--- config.mk ---
export PLATFORM = sky130hd
export DESIGN_NAME = config_bus_master
export DESIGN_NICKNAME = d
export VERILOG_FILES = /design/src/rtl/config_pkg.sv /design/src/rtl/config_rsp_mux.sv /design/src/rtl/config_bus_master.sv
export SDC_FILE = /design/constraint.sdc
export NUM_CORES = 1
export LEC_CHECK = 0
export CORE_MARGIN = 5
export CORE_UTILIZATION = 37
export DETAILED_ROUTE_END_ITERATION = 16
export PLACE_DENSITY = 0.82
export SYNTH_ARGS = -nofsm -noshare
export SYNTH_HDL_FRONTEND = slang
export SYNTH_SLANG_ARGS = --single-unit
--- constraint.sdc ---
create_clock -name clk -period 1.9 [get_ports clk]
set_input_delay 0.285 -clock clk [delete_from_list [all_inputs] [get_ports clk]]
set_output_delay 0.285 -clock clk [all_outputs]
set_load 0.005 [all_outputs]
--- src/rtl/config_pkg.sv ---
// Shared definitions for the NI configuration bus master.
// This package holds the bus widths, the bank field position and the FSM state type.
package config_pkg;

  localparam int ADDR_W   = 14;
  localparam int DATA_W   = 32;
  localparam int BANK_LSB = 11;
  localparam int BANK_W   = 3;

  typedef enum logic [1:0] {
    IDLE,
    ACCESS,
    WAIT,
    RESP
  } state_t;

endpackage

--- src/rtl/config_rsp_mux.sv ---
// Combinational response selection.
// Picks the addressed slave's rdata/error, returning zero data for writes and a forced error for illegal banks.
module config_rsp_mux
  import config_pkg::*;
#(
  parameter int NUM_BANKS = 4
) (
  input  logic [NUM_BANKS*DATA_W-1:0] i_slv_rdata,
  input  logic [NUM_BANKS-1:0]        i_slv_error,
  input  logic [BANK_W-1:0]           i_bank,
  input  logic                        i_legal,
  input  logic                        i_wr,
  output logic [DATA_W-1:0]           o_rdata,
  output logic                        o_error
);

  // The loop compares against each real bank, so an illegal index never indexes past the bus.
  always_comb begin
    o_rdata = '0;
    o_error = 1'b1;
    if (i_legal) begin
      for (int b = 0; b < NUM_BANKS; b++) begin
        if (int'(i_bank) == b) begin
          o_error = i_slv_error[b];
          if (!i_wr) begin
            o_rdata = i_slv_rdata[b*DATA_W +: DATA_W];
          end
        end
      end
    end
  end

endmodule

--- src/rtl/config_bus_master.sv ---
// Initiator end of the NI configuration bus.
// It accepts one request at a time, issues a one-cycle bank strobe and returns the slave reply.
module config_bus_master
  import config_pkg::*;
#(
  parameter int NUM_BANKS = 4
) (
  input  logic                        clk,
  input  logic                        reset,
  input  logic                        req_valid,
  output logic                        req_ready,
  input  logic                        req_wr,
  input  logic [ADDR_W-1:0]           req_addr,
  input  logic [DATA_W-1:0]           req_wdata,
  output logic                        rsp_valid,
  input  logic                        rsp_ready,
  output logic [DATA_W-1:0]           rsp_rdata,
  output logic                        rsp_error,
  output logic [ADDR_W-1:0]           config_addr,
  output logic                        config_en,
  output logic                        config_wr,
  output logic [DATA_W-1:0]           config_wdata,
  output logic [NUM_BANKS-1:0]        config_sel,
  input  logic [NUM_BANKS*DATA_W-1:0] slv_rdata,
  input  logic [NUM_BANKS-1:0]        slv_error
);

  state_t                r_state;
  logic                  r_wr;
  logic                  r_legal;
  logic [BANK_W-1:0]     r_bank;
  logic                  r_rsp_valid;
  logic [DATA_W-1:0]     r_rsp_rdata;
  logic                  r_rsp_error;
  logic                  r_cfg_en;
  logic                  r_cfg_wr;
  logic [ADDR_W-1:0]     r_cfg_addr;
  logic [DATA_W-1:0]     r_cfg_wdata;
  logic [NUM_BANKS-1:0]  r_cfg_sel;

  logic [BANK_W-1:0]     w_req_bank;
  logic                  w_req_legal;
  logic [NUM_BANKS-1:0]  w_req_sel;
  logic [DATA_W-1:0]     w_mux_rdata;
  logic                  w_mux_error;

  assign w_req_bank  = req_addr[BANK_LSB +: BANK_W];
  assign w_req_legal = (int'(w_req_bank) < NUM_BANKS);
  assign w_req_sel   = w_req_legal ? (NUM_BANKS'(1) << w_req_bank) : '0;

  config_rsp_mux #(
    .NUM_BANKS (NUM_BANKS)
  ) u_rsp_mux (
    .i_slv_rdata (slv_rdata),
    .i_slv_error (slv_error),
    .i_bank      (r_bank),
    .i_legal     (r_legal),
    .i_wr        (r_wr),
    .o_rdata     (w_mux_rdata),
    .o_error     (w_mux_error)
  );

  // Bus outputs are loaded on the accept edge so they appear in the ACCESS cycle.
  // They are cleared on the following edge.
  always_ff @(posedge clk) begin
    if (reset) begin
      r_state     <= IDLE;
      r_wr        <= 1'b0;
      r_legal     <= 1'b0;
      r_bank      <= '0;
      r_rsp_valid <= 1'b0;
      r_rsp_rdata <= '0;
      r_rsp_error <= 1'b0;
      r_cfg_en    <= 1'b0;
      r_cfg_wr    <= 1'b0;
      r_cfg_addr  <= '0;
      r_cfg_wdata <= '0;
      r_cfg_sel   <= '0;
    end else begin
      case (r_state)
        IDLE: begin
          if (req_valid) begin
            r_wr    <= req_wr;
            r_legal <= w_req_legal;
            r_bank  <= w_req_bank;
            r_state <= ACCESS;
            if (w_req_legal) begin
              r_cfg_en    <= 1'b1;
              r_cfg_wr    <= req_wr;
              r_cfg_addr  <= req_addr;
              r_cfg_wdata <= req_wdata;
              r_cfg_sel   <= w_req_sel;
            end
          end
        end
        ACCESS: begin
          r_cfg_en    <= 1'b0;
          r_cfg_wr    <= 1'b0;
          r_cfg_addr  <= '0;
          r_cfg_wdata <= '0;
          r_cfg_sel   <= '0;
          r_state     <= WAIT;
        end
        WAIT: begin
          r_rsp_rdata <= w_mux_rdata;
          r_rsp_error <= w_mux_error;
          r_rsp_valid <= 1'b1;
          r_state     <= RESP;
        end
        RESP: begin
          if (rsp_ready) begin
            r_rsp_valid <= 1'b0;
            r_rsp_rdata <= '0;
            r_rsp_error <= 1'b0;
            r_state     <= IDLE;
          end
        end
        default: r_state <= IDLE;
      endcase
    end
  end

  assign req_ready    = (r_state == IDLE);
  assign rsp_valid    = r_rsp_valid;
  assign rsp_rdata    = r_rsp_rdata;
  assign rsp_error    = r_rsp_error;
  assign config_en    = r_cfg_en;
  assign config_wr    = r_cfg_wr;
  assign config_addr  = r_cfg_addr;
  assign config_wdata = r_cfg_wdata;
  assign config_sel   = r_cfg_sel;

endmodule

# After elaboration in Yosys (flattened, before gate mapping)
# Index checks and enable logic that the tools add are counted.
[classes]
addsub = 0
mul = 0
div_mod_pow = 0
n_lt_le_gt_ge = 1
n_eq_ne = 9
shift = 1
n_mux = 37
bitwise = 0
n_reduce_logical = 8
[op_table]
columns = ["cell", "n"]
rows = [
  ["32-bit two-way mux", 12],
  ["32-bit one-hot mux with 2 select lines", 2],
  ["14-bit two-way mux", 2],
  ["14-bit one-hot mux with 2 select lines", 1],
  ["1-bit two-way mux", 10],
  ["4-bit two-way mux", 2],
  ["1-bit one-hot mux with 2 select lines", 4],
  ["2-bit one-hot mux with 4 select lines", 1],
  ["4-bit one-hot mux with 2 select lines", 1],
  ["3-bit == test (second input constant)", 2],
  ["2-bit AND reduction", 3],
  ["2-bit == test (second input constant)", 2],
  ["2-bit two-way mux", 2],
  ["2-bit != test (second input constant)", 2],
  ["2-bit nonzero test", 2],
  ["1-bit by 3-bit left shift with 4-bit output (first input constant)", 1],
  ["3-bit by 2-bit == test with 1-bit output (second input constant)", 1],
  ["3-bit zero test", 1],
  ["3-bit < comparator (second input constant)", 1],
  ["3-bit AND reduction", 1],
  ["2-bit by 1-bit == test with 1-bit output (second input constant)", 1],
  ["2-bit zero test", 1],
  ["2-bit by 1-bit != test with 1-bit output (second input constant)", 1],
]
[word_totals]
reg_bits = 93
latchBits = 0
ram_bits = 0
romBits = 0
out_inout_bits = 87
n_memories = 0

# Longest topological paths before layout
# Gate-level depths: netlist of the first run.
[depth]
depth_word = 10
ltp_mapped = 8
depth_no_buf = 5

# Hierarchy
# A second synthesis of the first run with hierarchy kept.
[unflattened]
cells_unflattened = 588
hier_area_um2 = 5386.4
[by_module_without_submodules]
columns = ["mod", "n_inst", "cells_each", "area_each_um2", "seq_area_each_um2"]
rows = [
  ["config_bus_master", 1, 428, 4224.1, 1861.8],
  ["config_rsp_mux", 1, 160, 1162.4, 0.0],
]

# Worst setup path before layout of the first run
# OpenSTA, ideal clock, no wires.
[synth_timing]
path_kind = "reg-to-reg"
from = "register r_state[0]"
to = "register r_cfg_addr[0], in the netlist config_addr[0]"
setup_ns = 0.128
arrival_time_ns = 1.489
t_required_ns = 1.772
path_slack_ns = 0.283
path_stages_with_launch = 9
synth_period_minus_slack_ns = 1.617
path_cell_list = "dfxtp_1 > inv_1 > ha_1 > buf_2 > nand2b_1 > buf_2 > clkbuf_1 > a32oi_1 > nor2_1"
[synth_between]
elab_chain_cells = 3
elab_cells_between_ends = 7
[synth_rtl]
columns = ["element", "line", "rtl"]
rows = [
  ["from (decl)", "config_bus_master.sv:28", "state_t r_state;"],
  ["from (signal assigned)", "config_bus_master.sv:67", "r_state <= IDLE;"],
  ["from (signal assigned)", "config_bus_master.sv:86", "r_state <= ACCESS;"],
  ["from (signal assigned)", "config_bus_master.sv:102", "r_state <= WAIT;"],
  ["2-bit zero test (*)", "-", ""],
  ["net req_ready", "config_bus_master.sv:11", "output logic req_ready,"],
  ["2-bit by 1-bit != test with 1-bit output (no line), or another cell as far along", "-", ""],
  ["3-bit AND reduction (no line)", "-", ""],
  ["to (signal assigned)", "config_bus_master.sv:90", "r_cfg_addr <= req_addr;"],
  ["to (decl)", "config_bus_master.sv:37", "logic [ADDR_W-1:0] r_cfg_addr;"],
]
# Mark *: on every way through the listed nets, which the timed path passes. The rest lies on a longest branch.
# A chain may end at the register's enable or synchronous reset.

# Worst setup path in the final report of the first run
[layout_timing]
from = "register r_state[0]"
to = "output port req_ready"
[layout_between]
elab_chain_cells = 1
[layout_rtl]
columns = ["element", "line", "rtl"]
rows = [
  ["2-bit zero test", "config_bus_master.sv:123", "assign req_ready = (r_state == IDLE);"],
  ["to (decl)", "config_bus_master.sv:11", ""],
]
# No other way between the ends.

==> summary.md, run 1 <==
| Metric | Value |
|---|---|
| Wirelength per Cell | 19.31 um |
| Sequential share of power | 35.7% |
| Slew headroom | ~64% |
| Initial antenna violation count | 0 |
| Leakage | 2.733 nW |
| Yosys top cell by area | dfxtp_1 |
| M2 GR Usage | 37.62% |
| GRT Util Overall | 22.45% |
| Post-CTS setup buffer count | 0 |
| Post-synth EDFFs | 0 |
| Psw | 2.097 mW |
| DR DRC count | 0 |
| Worst EP required | 1.62 ns |
| Share of cells above drive strength 1 | between 10 and 15% |
| Net Sw Frac | 32.11% |
| Initial Util | 37.91% |
| Worst Hold Launch | reset |
| Met3 Use GR | ~8.6% |
| Met1 Use GR | between 20% and 30% |
| Synth Instances | 457 |
| Syn_nets | 644 |
| Post-Layout Cell Count | between 800 and 900 |
| Initial DRC count | 300 |
| Antenna Diode Count | 0 |
| Area grow syn2layout | 70.78% |
| Ys flop type | dfxtp_1 |
| Worst-Skew Late Latency | 0.32 ns |
| Post-Place Worst Slack | 0.08003 ns |
| Most common cell after layout, fill and taps aside | clkdlybuf4s50_1 |
| Routability cong. | 0.8910 |
| Port bufs | 269 |
| Peak Freq | 551.1 MHz |
| Worst-Margin Slew | 0.5371 ns |
| Synth Area in Adders | 1.151% |
| Die Area | ~14,000 sq um |
| Status | finished clean |
| Clock share of power | 25.4% |
| Clk slew on worst S/H paths | 0.06 ns |
| Total wire length | 16,420 um |
| Syn Area/Cell | 9.511 sq um |
| CTS H-tree lvls | 3 |
| Standard-cell rows | 39 |
| Commonest non-fill, non-tap cells in the layout | clkdlybuf4s50_1, dfxtp_1, nor2_1 |
| Minimum clock period | between 1.5 and 2 ns |
| Ranking of synthesized cells by area | dfxtp_1, a32oi_1, mux2i_1 |
| Hpwl dp | 12,440 um |
| Post-route ant nets | 0 |
| Post-CTS Resized | 2 |
| Post-Synth XOR/XNOR Area | 0% |
| Post-synth cell types | 30 |
| Number of global-route vias before repair | 4,852 |
| Core Area | 11,470 sq um |
| Unrepaired setup endpoints after global routing | false |
| Setup Skew | 0.005521 ns |
| Pwr Total | 6.531 mW |
| CP peak stage delay | around 0.52 ns |
| Worst reg2reg path startpoint | r_state[0] |
| Top Ports | 270 |
| CP Cell Sequence | inv_1 -> ha_4 -> clkdlybuf4s50_1 |
| Combinational share of power | 39.0% |
| Flops & latches, synth | 93 |
| First-pass GRT wire length | 26,120 um |
| Post-synthesis mux area share | 7.887% |
| CTS root buf | clkbuf_16 |
| Clock Path Buffers | 2 |
| Largest net degree at the start of global routing | 54 |
| Crit Path Class | reg2out |
| Die width | approximately 120 um |
| Drt via density | 5.514 |
| Cell area after layout | 7423 sq um |
| Final period util | roughly 96% |
| Fin Setup TNS | 0 ns |
| Synth top area share | 42.83% |
| Utilization after layout | 64.74% |
| CTS sink cnt | 93 |
| Die H | 118.4 um |
| Worst path slowest cell | clkdlybuf4s50_1 |
| Combinational family with the most area after synthesis | compound AO/OA/AOI/OAI gates |
| Mapped Area | ~4300 sq um |
| Placed cells | approximately 840 |
| Worst Slack Setup Final | 0.08544 ns |
| Routed via count | 4,687 |
| Fin. max-slew vios | 0 |
| Critical Path Start | r_state[0] |
| Synth async-reset ratio | 0% |
| Min-Delay Path Class | in2reg |
| Post-CTS Hold Fix Bufs | 0 |
| Clock buffer count from CTS | 9 |
| Drt first pass iters | 4 |
| Arrival @ worst endpoint | 1.53 ns |
| Area post-placement | 7136 sq um |
| Pint | 4.433 mW |
| WHS | 0.2887 ns |
| Final net count | about 900 |
| GR Overflow Total | 0 |
| Crit. End Element | output pin |
| Seq/Total Area, Yosys | between 40% and 50% |
| Simple-gate share of the synthesized area | between 10% and 20% |
| Compound-gate portion of the synthesized area | between 20% and 30% |
| Gr busiest metal | met2 |
| CTS tree | done |
| Number of max-cap violations | 0 |
| CP max FO | 11 |
| # setup viols final | 0 |
| Worst VDD drop | 0.5499 mV |
| Pwr dens | between 800 and 900 nW/um^2 |
| CP startpoint kind | flip-flop |
| Hold Fails Final Rpt | 0 |
| Synth warn | 0 |
[area by class of cell]
type                            count  area, sq um
Sequential cell                    93         1863
Inverter                            2        7.507
Tap cell                          143        178.9
Clock buffer                       10        239.0
Fill cell                         950         4044
Multi-Input combinational cell    311         2221
Timing Repair Buffer              286         2878
Clock inverter                      5        36.28
[cell families (layout without fill, tap and decap cells)]
family          after synthesis  in the layout
simple gates                146            146
compound gates              128            128
flops                        93             93
buf+inv                      53            303
mux                          33             33
fa+ha+maj                     4              4
[critical path: cells and delay by family (launching register included)]
family	cells	cell delay (ns)
buffers and inverters	2	0.65
DFF	1	0.34
adders and majority gates	1	0.21
[flip-flops by register name, indices dropped and copies added, names as in the netlist]
signal,flops
config_addr,14
config_en,1
config_sel,4
config_wdata,32
config_wr,1
r_bank,3
r_legal,1
r_state,2
r_wr,1
rsp_error,1
rsp_rdata,32
rsp_valid,1
[power groups by stage]
stage	logic [mW]	clock network, mW	registers [mW]
2_1_floorplan	1.44	0	2.34
3_3_place_gp	2.43	0	2.35
3_5_place_dp	2.50	0	2.37
4_1_cts	2.55	1.71	2.33
5_1_grt	2.75	1.81	2.36
6_report	2.54	1.66	2.33
[cell usage after synthesis, types with 2 or more instances]
library cell,count
a32o_2,25
nand2_1,7
nand3b_1,4
a211oi_1,2
a32oi_1,47
o22ai_2,6
buf_2,23
a32o_1,7
and4bb_2,2
mux2i_1,32
nor2_1,83
nand2b_1,36
o22ai_1,26
buf_6,7
inv_1,2
clkbuf_1,18
ha_1,4
nand3_1,9
dfxtp_1,93
a21oi_1,12
buf_4,3
[worst paths after layout]
| kind | end | slack [ns] | cells after the start |
|---|---|---|---|
| worst max register to register | rsp_rdata[24] | 0.15 | 6 |
| worst min-delay path | rsp_valid | 0.29 | 2 |
| worst max-delay path | req_ready | 0.09 | 3 |
| worst min register to register | rsp_rdata[29] | 0.47 | 1 |
[layer usage]
metal  share of wire [%]  routed length [um]
met5                   0                   0
met4                 1.7                 278
met2                  49                8079
met1                  40                6508
met3                 9.4                1549
Note: power is estimated with default switching activity, not from simulation.
==> run 2, diff against run 1 <==
- TNS_END_PERCENT: default -> 50
==> results of run 2 <==
No change in the layout: final DEF, timing and power equal those of run 1.
==> run 3, diff against run 2 <==
- CORE_UTILIZATION: 37 -> 40
- PLACE_DENSITY: 0.82 -> 0.87
- clock period: 1.9 -> 2.1 ns (I/O delays scaled with it)
==> run 3 against run 2 <==
  * Sequential share of layout area rose by 0.32 points
  * Critical path depth is the same
  * Setup slack improved by 0.066 ns
  * Global-route usage is 0.93 points higher
  * Via count shrank 0.53%
  * Sequential power decreased by 9.4%
  * Critical path type unchanged
  * Worst hold slack worse by 0.089 ns
  * Flip-flop and latch count unchanged
  * First-iteration DRC count up 12%
  * Routed wire length decreased by 1.6%
  * Clock power shrank 16%
  * Die area shrank 6.9%
==> summary.md, run 3 (synthesis results as in run 1) <==
| Metric | Value |
|---|---|
| Drt via density | 5.524 |
| Initial Util | 40.45% |
| Initial DRC count | approximately 340 |
| Pwr Total | ~5.7 mW |
| GRT Util Overall | around a quarter |
| Unrepaired setup endpoints after global routing | false |
| Initial antenna violation count | 0 |
| Wirelength per Cell | 19.14 um |
| Worst-Margin Slew | 0.5929 ns |
| Clk slew on worst S/H paths | ~0.09 ns |
| Worst-Skew Late Latency | around 0.35 ns |
| Port bufs | approximately 270 |
| CTS tree | done |
| Pwr dens | just under 800 nW/um^2 |
| Hpwl dp | 12,290 um |
| Drt first pass iters | 5 |
| M2 GR Usage | 39.81% |
| Minimum clock period | between 1.5 and 2 ns |
| CTS sink cnt | 93 |
| Standard-cell rows | 38 |
| Core Area | between 10,000 and 15,000 sq um |
| Multi-input gate area | 2211 sq um |
| Worst path depth | 3 |
| Post-route ant nets | 0 |
| Top delay family on crit path | buffers and inverters |
| DR DRC count | 0 |
| Worst reg2reg path startpoint | r_state[1] |
| Commonest non-fill, non-tap cells in the layout | clkdlybuf4s50_1, dfxtp_1, nor2_1 |
| Status | finished clean |
| Fin Setup TNS | 0 ns |
| GR Overflow Total | 0 |
| Cell count of the worst hold path | 2 |
| Gr busiest metal | met2 |
| CP peak stage delay | 0.54 ns |
| # setup viols final | 0 |
| Worst EP required | 1.78 ns |
| Number of global-route vias before repair | 4,631 |
| Leakage | 2.696 nW |
| Post-Layout Cell Count | approximately 840 |
| CTS H-tree lvls | 3 |
| Routed via count | 4,662 |
| Crit. End Element | output pin |
| Hold Fails Final Rpt | 0 |
| Worst Hold Launch | reset |
| Total wire length | between 15,000 and 20,000 um |
| Utilization after layout | between 60% and 70% |
| Share of cells above drive strength 1 | 9.673% |
| Clock buffer count from CTS | 9 |
| CP startpoint kind | flip-flop |
| Die Area | about 13,000 sq um |
| Routability cong. | around 0.95 |
| CTS root buf | clkbuf_8 |
| Final period util | 92.80% |
| Worst VDD drop | ~0.64 mV |
| Die H | 114.2 um |
| Arrival @ worst endpoint | 1.63 ns |
| Final net count | between 800 and 900 |
| Met1 Use GR | between 20% and 30% |
| Largest net degree at the start of global routing | 61 |
| Area grow syn2layout | 68.62% |
| First-pass GRT wire length | 24,250 um |
| Number of max-cap violations | 0 |
| CP Cell Sequence | inv_1 -> ha_2 -> clkdlybuf4s50_1 |
| Setup Skew | 0.01016 ns |
| Post-CTS Hold Fix Bufs | 0 |
| Worst Reg-to-Reg Cells | 6 |
| Top Ports | between 200 and 300 |
| Clock Path Buffers | 2 |
| Critical Path Start | r_state[1] |
| Reg area | approximately 1900 sq um |
| Final-layout fill cell count | 845 |
| Bufs and invs on worst path | 2 |
| Crit Path Class | reg2out |
| Fin. max-slew vios | 0 |
| Most common cell after layout, fill and taps aside | clkdlybuf4s50_1 |
| Die width | 114.2 um |
| Slew headroom | between 60% and 70% |
| Met3 Use GR | 7.770% |
| Peak Freq | 513.1 MHz |
| CP max FO | 11 |
| Placed cells | 828 |
| Worst path slowest cell | clkdlybuf4s50_1 |
| Min-Delay Path Class | in2reg |
run 3: final timing paths:
check	end	slack, ns
setup reg to reg	config_wdata[9]	0.35
hold / removal	rsp_error	0.20
hold reg to reg	rsp_rdata[26]	0.47
setup / recovery	req_ready	0.15
run 3: area by class of cell:
| type | instances | share of cell area, % |
|---|---|---|
| timing repair buffer | 282 | 38.68 |
| inverter | 2 | 0.1024 |
| tap | 140 | 2.390 |
| antenna | 1 | 0.03414 |
| clock buffer | 9 | 1.690 |
| sequential | 93 | 25.42 |
| clock inverter | 6 | 1.519 |
| multi-input combinational | 311 | 30.16 |
run 3: what timing repair did:
item | CTS | global route
buffers inserted | 0 | 0
setup endpoints to repair | 0 | 1
resized for setup | 0 | 1
run 3: routing by layer:
metal	up-vias	part of all wire (%)
met1	2220	40
met2	227	49
met3	23	9.2
met5	-	0
li1	2192	-
met4	0	2.1
run 3: through the flow:
stage	area, sq um	setup slack [ns]	hold slack [ns]
3_5_place_dp	7089	0.2982	0.4539
2_1_floorplan	4347	0.4833	0.4455
6_report	7330	0.1512	0.1998
5_1_grt	7327	0.06131	0.1936
3_3_place_gp	7089	0.3863	0.4492
4_1_cts	7325	0.02644	0.1777
run 3: report_power, final:
group | leakage [nW] | switching, mW | internal, mW
logic | 1.83 | 1.06 | 1.18
clock network | 0.116 | 0.615 | 0.787
registers | 0.754 | 0.142 | 1.96
total | 2.70 | 1.82 | 3.93
